File: src/rtl/jk_pkg.sv
// rtl/jk_pkg.sv - JK excitation codes and encoder function shared by counter and benches
package jk_pkg;

  // {J,K} codes for each present->next bit transition; don't-cares resolved to 0
  localparam logic [1:0] EXC_HOLD0 = 2'b00;
  localparam logic [1:0] EXC_SET   = 2'b10;
  localparam logic [1:0] EXC_RESET = 2'b01;
  localparam logic [1:0] EXC_HOLD1 = 2'b00;

  // Map present state bit q and desired next bit nxt to the {J,K} pair that produces it
  function automatic logic [1:0] jk_excite(input logic q, input logic nxt);
    logic [1:0] code;
    case ({q, nxt})
      2'b00:   code = EXC_HOLD0;
      2'b01:   code = EXC_SET;
      2'b10:   code = EXC_RESET;
      default: code = EXC_HOLD1;
    endcase
    return code;
  endfunction

endpackage

File: src/rtl/jk_cell.sv
// rtl/jk_cell.sv - single JK flip-flop with synchronous active-high reset
module jk_cell (
  input  logic clk,
  input  logic rst,
  input  logic j,
  input  logic k,
  output logic q
);

  // JK characteristic equation; reset bypasses J/K entirely
  always_ff @(posedge clk) begin
    if (rst) q <= 1'b0;
    else     q <= (j & ~q) | (~k & q);
  end

endmodule

File: src/rtl/jk_mod_counter.sv
// rtl/jk_mod_counter.sv - modulo-M up/down counter with parallel load built from JK cells
module jk_mod_counter
  import jk_pkg::*;
#(
  parameter int WIDTH   = 4,
  parameter int MODULUS = 10
) (
  input  logic             clk,
  input  logic             rst,
  input  logic             en,
  input  logic             up,
  input  logic             load,
  input  logic [WIDTH-1:0] load_val,
  input  logic             clr_ovf,
  output logic [WIDTH-1:0] count,
  output logic             tc,
  output logic             ovf,
  output logic [WIDTH-1:0] jk_j,
  output logic [WIDTH-1:0] jk_k
);

  localparam logic [WIDTH-1:0] MAX_VAL = WIDTH'(MODULUS - 1);
  // One bit wider so MODULUS == 2**WIDTH still compares correctly
  localparam logic [WIDTH:0]   MOD_EXT = (WIDTH + 1)'(MODULUS);

  logic [WIDTH-1:0] q;
  logic [WIDTH-1:0] nxt;
  logic             load_in_range;

  assign count         = q;
  assign load_in_range = ({1'b0, load_val} < MOD_EXT);

  // Desired next state; out-of-range counts fold back to 0 (up) or MAX_VAL (down)
  always_comb begin
    nxt = q;
    if (load) begin
      nxt = load_in_range ? load_val : MAX_VAL;
    end else if (en) begin
      if (up) nxt = (q >= MAX_VAL) ? '0 : q + WIDTH'(1);
      else    nxt = ((q == '0) || (q > MAX_VAL)) ? MAX_VAL : q - WIDTH'(1);
    end
  end

  // Per-bit excitation encoder feeding each JK cell
  for (genvar i = 0; i < WIDTH; i++) begin : g_bit
    assign {jk_j[i], jk_k[i]} = jk_excite(q[i], nxt[i]);

    jk_cell u_cell (
      .clk (clk),
      .rst (rst),
      .j   (jk_j[i]),
      .k   (jk_k[i]),
      .q   (q[i])
    );
  end

  // Terminal count: high only in the cycle whose edge will wrap the count
  assign tc = ~rst & ~load & en & ((up & (q == MAX_VAL)) | (~up & (q == '0)));

  // Sticky wrap flag; a wrap in the same cycle as a clear keeps it set
  always_ff @(posedge clk) begin
    if (rst)          ovf <= 1'b0;
    else if (tc)      ovf <= 1'b1;
    else if (clr_ovf) ovf <= 1'b0;
  end

endmodule

File: config.mk
export PLATFORM = sky130hd
export DESIGN_NAME = jk_mod_counter
export DESIGN_NICKNAME = d
export VERILOG_FILES = /design/src/rtl/jk_pkg.sv /design/src/rtl/jk_cell.sv /design/src/rtl/jk_mod_counter.sv
export SDC_FILE = /design/constraint.sdc
export NUM_CORES = 1
export LEC_CHECK = 0
export BUFFER_PORTS_ARGS = -buffer_cell sky130_fd_sc_hd__clkbuf_2
export CAP_MARGIN = 20
export CORE_MARGIN = 5
export CORE_UTILIZATION = 48
export CTS_CLUSTER_SIZE = 10
export DETAILED_ROUTE_END_ITERATION = 6
export GPL_TIMING_DRIVEN = 0
export HOLD_SLACK_MARGIN = 0.15
export PLACE_DENSITY_LB_ADDON = 0.05
export SYNTH_ARGS = -nofsm -noshare
export SYNTH_HDL_FRONTEND = slang
export SYNTH_HIERARCHICAL = 1
export SYNTH_SLANG_ARGS = --single-unit
export TNS_END_PERCENT = 20
File: constraint.sdc
create_clock -name clk -period 2.2 [get_ports clk]
set_input_delay 0.11 -clock clk [delete_from_list [all_inputs] [get_ports clk]]
set_output_delay 0.11 -clock clk [all_outputs]
set_load 0.005 [all_outputs]
; ---- After elaboration in Yosys (flattened, before gate mapping)
; Index checks and enable logic that the tools add are counted.
[word_totals]
n_memories = 0
in_bits = 10
register_bits = 5
elab_cells = 63
ramBits = 0
latch_bits = 0
rom_bits = 0
[classes]
order_cmp = 3
bitwise = 29
mux = 12
shifts = 0
add_sub_neg = 2
multipliers = 0
eq_ne = 9
n_div = 0
n_reduce_logical = 3
[ops]
columns = op, count
row1 = $mux W4, 6
row2 = $pmux W2 S2, 4
row3 = $and A1 B1 Y1, 13
row4 = $not A1 Y1, 11
row5 = $eq A2 B1 Y1 const B, 4
row6 = $eq A2 B2 Y1 const B, 4
row7 = $or A1 B1 Y1, 5
row8 = $add A4 B1 Y4 const B, 1
row9 = $eq A4 B4 Y1 const B, 1
row10 = $ge A4 B4 Y1 const B, 1
row11 = $gt A4 B4 Y1 const B, 1
row12 = $logic_not A4 Y1, 1
row13 = $lt A4 B4 Y1 const B, 1
row14 = $sub A4 B1 Y4 const B, 1
row15 = $mux W1, 2
row16 = $reduce_bool A2 Y1, 1
row17 = $logic_or A1 B1 Y1, 1

; ---- Logic depth before layout (Yosys ltp)
; Gate-level depths: netlist of run 1.
[logic_depth]
word_depth = 11
ltp_mapped = 8
depth_no_buf = 8

; ---- Modules after synthesis
; The synthesis of run 1 kept the hierarchy.
[modules_own_cells]
columns = module, seq_area_each_um2, area_per_inst_um2, cells_each, instances
row1 = jk_mod_counter, 20.0, 469.2, 65, 1
row2 = jk_cell, 20.0, 48.8, 4, 4

; ---- Worst setup path after synthesis of run 1
; Ideal clock, no wire load.
[synth_timing]
path_kind = register to register
from = register g_bit[1].u_cell.q
to = register g_bit[0].u_cell.q
setup_ns = 0.066
t_required_ns = 2.134
t_arrival_ns = 1.891
setup_slack_ns = 0.243
stages_incl_launch_ff = 8
n_path_buf = 0
path_cell_list = dfxtp_1 -> inv_1 -> ha_1 -> nor3b_2 -> o21ai_1 -> a221oi_1 -> nand2b_4 -> a21oi_2
[synth_between]
word_cells_on_any_way = 16
classes_between = order compare (2) / eq/ne (2) / mux (6) / bitwise (4) / reduce/logical (2)
[synth_rtl]
columns = item, line_no
row1 = from (decl), jk_cell.sv:7  ; output logic q
row2 = from (signal assigned), jk_cell.sv:13  ; else q <= (j & ~q) | (~k & q);
row3 = $gt A4 B4 Y1 or $logic_not A4 Y1 (tied branches), jk_mod_counter.sv:40  ; else nxt = ((q == '0) || (q > MAX_VAL)) ? MAX_VAL : q - WIDTH'(1);
row4 = $logic_or A1 B1 Y1, jk_mod_counter.sv:40
row5 = $mux W4, jk_mod_counter.sv:40
row6 = $mux W4 (*), jk_mod_counter.sv:39  ; if (up) nxt = (q >= MAX_VAL) ? '0 : q + WIDTH'(1);
row7 = $mux W4 (*), jk_mod_counter.sv:38  ; end else if (en) begin
row8 = $mux W4 (*), jk_mod_counter.sv:36  ; if (load) begin
row9 = $eq A2 B2 Y1 or $eq A2 B1 Y1 (tied branches), jk_pkg.sv:13  ; case ({q, nxt})
row10 = $pmux W2 S2 (*), jk_pkg.sv:13
row11 = named net jk_j[0], jk_mod_counter.sv:18  ; output logic [WIDTH-1:0] jk_j,
row12 = $and A1 B1 Y1 (*), jk_cell.sv:13
row13 = $or A1 B1 Y1 (*), jk_cell.sv:13
row14 = to (signal assigned), jk_cell.sv:13
row15 = to (decl), jk_cell.sv:7
; The timed path passes the listed nets; every way through them passes the cells marked *.
; A chain may end at the register's enable or synchronous reset.

; ---- Worst setup path after layout of run 1
[layout_timing]
from = register g_bit[1].u_cell.q
to = output port jk_j[3]
[layout_between]
elab_chain_len = 8
word_cells_on_any_way = 14
classes_between = add/sub (2) / order compare (2) / eq/ne (2) / mux (6) / reduce/logical (2)
[layout_lines]
columns = item, line_no
row1 = $gt A4 B4 Y1 or $logic_not A4 Y1 (tied branches), jk_mod_counter.sv:40
row2 = $logic_or A1 B1 Y1, jk_mod_counter.sv:40
row3 = $mux W4, jk_mod_counter.sv:40
row4 = $mux W4 (*), jk_mod_counter.sv:39
row5 = $mux W4 (*), jk_mod_counter.sv:38
row6 = $mux W4 (*), jk_mod_counter.sv:36
row7 = $eq A2 B2 Y1 or $eq A2 B1 Y1 (tied branches), jk_pkg.sv:13
row8 = $pmux W2 S2 (*), jk_pkg.sv:13
row9 = to (decl), jk_mod_counter.sv:18
; Mark *: on every way between the ends. The rest lies on a longest branch, timed or not.

==> impl_metrics.py, run 1 <==
metrics = {
    "worst_setup_path": {
        "crit_cells": 7,
        "r2r_cells": 9,
        "crit_start": "g_bit[1].u_cell/q",
        "worst_setup_path_start_kind": "flop",
        "endpoint": "jk_j[3]",
        "worstSetupEndpointType": "primary output",
        "critPathKind": "reg2out",
        "crit_fanout": 10,
        "cp_num_buf_inv": 2,
        "slowest_stage": "dfxtp_4",
        "timing.rr.start": "g_bit[1].u_cell/q",
        "critical_path_arrival_ps": 2020,
        "cp.required_ps": 2090,
        "reg2reg_to": "g_bit[3].u_cell/q",
        "slowest_delay_ps": 380,
        "crit_family": "compound AO/OA/AOI/OAI gates",
        "r2r_slack_ps": 190,
        "crit_chain": "inv_1 -> ha_1 -> nor3b_2 -> a211oi_2 -> a221oi_2 -> o211a_1 -> clkbuf_2",
    },
    "placement": {
        "placed_cells": 118,
        "dp_hpwl_um": 1230,
        "gp_congestion": 0.780,
        "port_buffers": 22,
    },
    "global_route": {
        "grtUsageMet1_pct": 23.5,
        "grt.total_usage_pct": 17.5,
        "grt_pass1_wl_um": 2740,
        "antenna_found_initial": 0,
        "grt_max_degree": 11,
        "grt_overflow": 0,
        "use_met2_pct": 26.6,
        "first_global_vias": 659,
        "grt-busiest-layer": "met2",
        "grtUsageMet3_pct": 2.30,
    },
    "timing": {
        "tightest_slew_ps": 335,
        "rsz0062_at_grt": "yes",
        "setup_tns_ps": 0,
        "min_period_over_period_pct": 97.0,
        "setup_viol": 0,
        "hold_ws_ps": 264,
        "finalCriticalPeriod_ps": 2130,
        "max_freq_ghz": 0.469,
        "hold_viol": 0,
        "slew_viol_final": 0,
        "clock_skew_ps": 5.35,
        "slew_headroom_pct": 77.6,
    },
    "floorplanning": {
        "floorplan.die_area_um2": 2230,
        "core_area_um2": 1300,
        "die_width_um": 47.2,
        "die_h_um": 47.2,
        "num_io_pins": 24,
        "start_util_pct": 51.1,
        "fp-row-count": 13,
    },
    "power_and_ir_drop": {
        "power_density_nw_per_um2": 618,
        "ir_drop_mv": 0.375,
        "power_uw": 551,
        "total_leakage_power_nw": 0.397,
    },
    "final_layout": {
        "nets": 125,
        "antenna_cells": 0,
        "nFillCells": 114,
        "final_cells": 125,
        "drive_above_1_share_pct": 45.5,
        "final-seq-area_um2": 108,
        "multi_input_comb_area_um2": 552,
        "synthToLayoutAreaGrowth_pct": 34.3,
    },
    "logic_synthesis": {
        "yosys_most_used_dff": "dfxtp_1",
        "syn_nets": 95,
        "netlist_area_um2": 664,
        "ys_types": 34,
        "ys_ff_latch": 5,
        "synth_warnings": 6,
        "synthCells": 81,
        "yosysSeqAreaShare_pct": 15.1,
        "synth_edf_count": 0,
        "async_flop_share_pct": 0,
        "synth_area_per_cell_um2": 8.20,
    },
    "hold_path": {
        "hp-class": "in2reg",
        "min_path_cells": 3,
    },
    "clock_tree": {
        "path_clk_slew_ps": 50,
        "clk_latency_ps": 250,
        "cts_buffers": 3,
        "clk_path_buf_depth": 2,
        "cts.sinks": 5,
        "cts_tree": "yes",
        "cts-root-buf": "clkbuf_4",
        "h-tree-depth": 1,
    },
    "detailed_routing": {
        "drtIter0Drc": 16,
        "vias": 691,
        "wl_per_cell_um": 13.2,
        "drc": 0,
        "viasPerCell": 5.53,
        "wl_um": 1650,
        "firstDrtPassIters": 4,
        "drtAntennaViolNets": 0,
    },
    "flow_run": {
        "maxCapViolations": 0,
    },
    "status": {
        "outcome": "completed",
    },
}
[registers in the layout (all words and copies together) (netlist names)]
name	flops
g_bit.u_cell/q	4
ovf	1
[cells in the final DEF (no fill, tap or decap), drive strengths merged]
cell	netlist	final
ha	4	4
nor2	4	4
nand3	3	3
nor3	1	1
buf	3	4
nand2	5	5
a32oi	1	1
clkbuf	0	26
nand4	1	1
dfxtp	5	5
and3	2	2
nor3b	3	3
o22ai	1	1
dlygate4sd3	0	2
o21ai	4	4
a221oi	2	2
xor2	1	1
a32o	1	1
a21oi	9	9
a211oi	2	2
a31oi	1	1
o21bai	1	1
o211ai	2	2
nor2b	2	2
inv	7	7
nand2b	11	11
o211a	2	2
xnor2	2	2
a21boi	1	1
[metrics by stage]
step	util (%)	setup slack (ps)	area, µm²
final	68.6	66.2	892
after global routing	68.6	-24.8	892
after CTS	65.6	28.2	853
after detailed placement	61.0	10.8	793
after global placement	61.0	67.0	793
after floorplan	-	243	664
[final cells by class]
class | instances | share of cell area [%]
sequential | 5 | 12.1
tap | 15 | 2.10
inverter | 7 | 2.95
clock buffer | 4 | 2.95
buffer | 3 | 2.66
multi-input combinational | 66 | 61.9
timing repair buffer | 25 | 15.4
[power breakdown]
group	total (mW)	internal (mW)	switching, mW
clock	0.112	0.0689	0.0427
sequential	0.129	0.105	0.0248
combinational	0.310	0.156	0.154
total	0.551	0.330	0.222
[cells by family after synthesis]
family                     after synthesis  synth area share [%]
and+or+nand+nor                         32                  34.3
AOI/OAI and AO/OA                       27                  31.6
buffers and inverters                   10                  7.53
DFF                                      5                  15.1
adders and majority gates                4                  7.53
xor gates and xnor gates                 3                  3.96
[synthesized netlist by cell type (all sizes together) (2+ instances only)]
master	instances	area (µm²)
nor2	4	15.0
nor2b	2	12.5
o211ai	2	15.0
nand2b	11	98.8
ha	4	50.1
a211oi	2	25.0
a21oi	9	60.1
a221oi	2	23.8
o211a	2	20.0
nor3b	3	32.5
o21ai	4	20.0
nand2	5	18.8
dfxtp	5	100
xnor2	2	17.5
inv	7	26.3
nand3	3	15.0
buf	3	23.8
and3	2	12.5
[worst reg2reg max path: cells and delay by family, from the launching register on]
family | cells | cell delay (ps)
AOI/OAI and AO/OA | 4 | 790
DFF | 1 | 380
and+or+nand+nor | 2 | 270
adders and majority gates | 1 | 190
buffers and inverters | 2 | 300
[how the worst min path moves through the flow]
stage | startpoint | endpoint
4_1_cts | en | ovf
3_3_place_gp | clr_ovf | ovf
3_5_place_dp | clr_ovf | ovf
2_1_floorplan | rst | g_bit[0].u_cell/q
6_report | en | ovf
5_1_grt | en | ovf
[metal layers]
layer | vias to the layer above | wire (µm)
met5 | - | 0
met4 | 0 | 38
met3 | 5 | 80
met2 | 20 | 753
met1 | 316 | 781
li1 | 350 | -
[timing repair]
item,CTS,global route
gates resized for setup,5,6
hold buffers,2,0
pin swaps,0,1
setup buffers,0,1
setup endpoints to repair,7,4
hold endpoints to repair,5,0
Note: power is estimated with default switching activity, not from simulation.
==> inputs of run 2 (changes only) <==
Settings changed: CORE_ASPECT_RATIO set to 0.9, CORE_UTILIZATION 48 to 50, SLEW_MARGIN set to 20, SYNTH_HIERARCHICAL 1 to not set.
==> run 2 against run 1 <==
  * First-iteration DRC count shrank 31%
  * Cell area grew 17%
  * Critical endpoint is now jk_k[2]
  * Clock skew shrank 5.0 ps
  * Largest cell class unchanged
  * Area after synthesis grew 15%
  * Largest power group unchanged
  * Global-route usage shrank 1.1 points
  * Sequential cell count is the same
  * Sequential power shrank 16%
  * Combinational power shrank 23%
  * Worst hold slack lost 70 ps
  * Register-to-register slack gained 270 ps
  * Non-clock buffer count grew 13
  * Critical path depth grew 1
==> impl_metrics.py, run 2 <==
metrics = {
    "flow_run": {
        "maxCapViolations": 0,
    },
    "logic_synthesis": {
        "ys_types": 40,
        "synthSimpleGateAreaFrac_pct": 24.7,
        "synthXorXnorAreaFrac_pct": 1.14,
        "ys_ff_latch": 5,
        "synth_warnings": 0,
        "synth_compound_area_share_pct": 33.7,
        "yosysSeqAreaShare_pct": 13.1,
        "synth_area_per_cell_um2": 8.06,
        "netlist_area_um2": 766,
        "ys_top_cells_by_area": "dfxtp_1 (13%), buf_4 (13%), ha_1 (6.5%), a221oi_2 (5.9%), nand2b_1 (4.1%)",
        "yosys_most_used_dff": "dfxtp_1",
        "synthCells": 95,
        "synth_top_area_cell": "dfxtp_1",
        "syn_nets": 109,
        "yosys-top-cells-count": "buf_4 (13), inv_1 (7), nor2_1 (7)",
        "synth.top_cell.area_share_pct": 13.1,
        "synth_edf_count": 0,
        "synth_mux_area_share_pct": 1.31,
        "synth_fa_ha_area_share_pct": 6.54,
        "synth_most_common_cell": "buf_4",
        "synth_top_family_by_area": "compound AO/OA/AOI/OAI gates",
        "async_flop_share_pct": 0,
    },
    "timing": {
        "hold_viol": 0,
        "rsz0062_at_grt": "yes",
        "tightest_slew_ps": 433,
        "finalCriticalPeriod_ps": 2150,
        "slew_headroom_pct": 71.1,
        "hold_ws_ps": 194,
        "setup_viol": 0,
        "slew_viol_final": 0,
        "min_period_over_period_pct": 97.5,
        "clock_skew_ps": 0.360,
        "max_freq_ghz": 0.466,
    },
    "floorplanning": {
        "die_h_um": 47.1,
        "start_util_pct": 52.9,
        "core_area_um2": 1450,
        "fp-row-count": 13,
        "num_io_pins": 24,
        "floorplan.die_area_um2": 2420,
        "die_width_um": 51.3,
    },
    "power_and_ir_drop": {
        "p_comb_share_pct": 52.6,
        "p_seq_share_pct": 24.1,
        "ir_drop_mv": 0.468,
        "clock_power_share_pct": 23.4,
        "p_sw_share_pct": 37.2,
        "power_density_nw_per_um2": 432,
        "total_leakage_power_nw": 0.472,
        "p_sw_uw": 168,
        "p_int_uw": 284,
    },
    "hold_path": {
        "min-delay-start": "clr_ovf",
        "min_path_cells": 3,
        "holdPathEnd": "ovf",
        "hp-class": "in2reg",
    },
    "placement": {
        "gp_congestion": 0.858,
        "port_buffers": 21,
        "placed_cells": 131,
        "dpl_cell_area_um2": 890,
    },
    "worst_setup_path": {
        "critPathKind": "reg2out",
        "worst_setup_path_start_kind": "flop",
        "timing.rr.start": "g_bit[0].u_cell.q",
        "r2r_cells": 7,
        "crit_start": "g_bit[0].u_cell.q",
        "slowest_stage": "or3b_4",
        "worstSetupEndpointType": "primary output",
        "r2r_slack_ps": 460,
        "crit_chain": "inv_4 -> ha_4 -> or3b_4 -> o22ai_2 -> a22oi_2 -> a41o_1 -> buf_4 -> clkbuf_2",
        "cp.required_ps": 2090,
        "crit_fanout": 6,
        "slowest_delay_ps": 430,
        "reg2reg_to": "g_bit[1].u_cell.q",
        "critical_path_arrival_ps": 2040,
    },
    "status": {
        "outcome": "completed",
    },
    "final_layout": {
        "nFillCells": 120,
        "antenna_cells": 0,
        "synthToLayoutAreaGrowth_pct": 36.8,
        "top_register": "g_bit.u_cell.q",
        "layout_commonest_cell": "clkbuf_2",
        "fin_util_pct": 72.3,
        "largest_register_ffs": 4,
        "multi_input_comb_area_um2": 601,
        "final_cell_mix": "clkbuf_2 (20), buf_4 (15), nor2_1 (7)",
        "nets": 138,
        "design_area_um2": 1050,
        "final-seq-area_um2": 108,
        "final_cells": 138,
        "drive_above_1_share_pct": 55.3,
        "largestRegisters": "g_bit.u_cell.q x4, ovf x1",
    },
    "clock_tree": {
        "clk_latency_ps": 240,
        "cts.sinks": 5,
        "cts-root-buf": "clkbuf_4",
        "path_clk_slew_ps": 40,
        "cts_tree": "yes",
        "cts_buffers": 3,
        "h-tree-depth": 1,
        "clk_path_buf_depth": 2,
    },
    "detailed_routing": {
        "wl_um": 2060,
        "firstDrtPassIters": 4,
        "drtIter0Drc": 11,
        "viasPerCell": 5.80,
        "vias": 800,
        "drtAntennaViolNets": 0,
        "wl_per_cell_um": 14.9,
        "drc": 0,
    },
    "global_route": {
        "first_global_vias": 673,
        "antenna_found_initial": 0,
        "grt.total_usage_pct": 16.5,
        "grt_max_degree": 11,
        "grt_overflow": 0,
        "grt_pass1_wl_um": 2980,
    },
}
## run 2: worst max-delay path: cells and delay by family, from the launching register on
family / cells / cell delay [ps]
AO/OA/AOI/OAI: 3 / 540
buffers and inverters: 3 / 300
AND/OR/NAND/NOR: 1 / 430
adder cells (fa/ha/maj): 1 / 140
flip-flops: 1 / 370
## run 2: worst max-delay path by stage
stage                         end  slack [ps]  depth (start not counted)
after floorplan           jk_k[1]         330                          7
after global placement    jk_j[3]          10                          8
after detailed placement  jk_j[3]          20                          8
after CTS                 jk_k[1]          10                          8
after global routing      jk_j[3]         -20                          8
final                     jk_k[2]          50                          8
## run 2: cells by family (layout without fill, tap and decap cells)
logic type | count (synthesis) | in the layout
AND/OR/NAND/NOR | 32 | 32
AO/OA/AOI/OAI | 28 | 28
buffers and inverters | 24 | 52
flip-flops | 5 | 5
adder cells (fa/ha/maj) | 4 | 4
XOR/XNOR | 1 | 1
multiplexers | 1 | 1
## run 2: area by class of cell
class / count / share of cell area (%)
buffer: 16 / 11.1
multi-input combinational: 66 / 57.3
clock buffer: 4 / 2.51
sequential: 5 / 10.3
timing repair buffer: 25 / 13.7
inverter: 7 / 3.23
tap: 15 / 1.79
## run 2: timing repair
action	in CTS	in global routing
gates resized for setup	12	11
setup buffers	2	1
pin swaps	3	5
endpoints found under the hold margin	4	0
endpoints found under the setup margin	8	7
hold buffers	1	0
## run 2: per-stage QoR
stage / setup TNS [ps] / power (mW) / worst slack, ps
2_1_floorplan: 0 / 0.251 / 330
3_3_place_gp: 0 / 0.301 / 13.5
3_5_place_dp: 0 / 0.303 / 18.8
4_1_cts: 0 / 0.428 / 12.9
5_1_grt: -89.1 / 0.484 / -23.7
6_report: 0 / 0.453 / 54.3
## run 2: routing by layer
metal	share of wire, %	routed length [µm]	vias to the layer above	GRT usage [%]
li1	-	-	387	-
met1	44	910	375	21.4
met2	48	986	34	28.5
met3	6.3	129	4	4.13
met4	1.4	28	0	2.62
met5	0	0	-	0
## run 2: power by group through the flow
stage               clock [mW]  combinational (mW)  sequential, mW
finish                   0.106               0.238           0.109
global route             0.116               0.258           0.109
CTS                      0.108               0.213           0.106
detailed placement           0               0.192           0.111
global placement             0               0.190           0.111
floorplan                    0               0.143           0.107
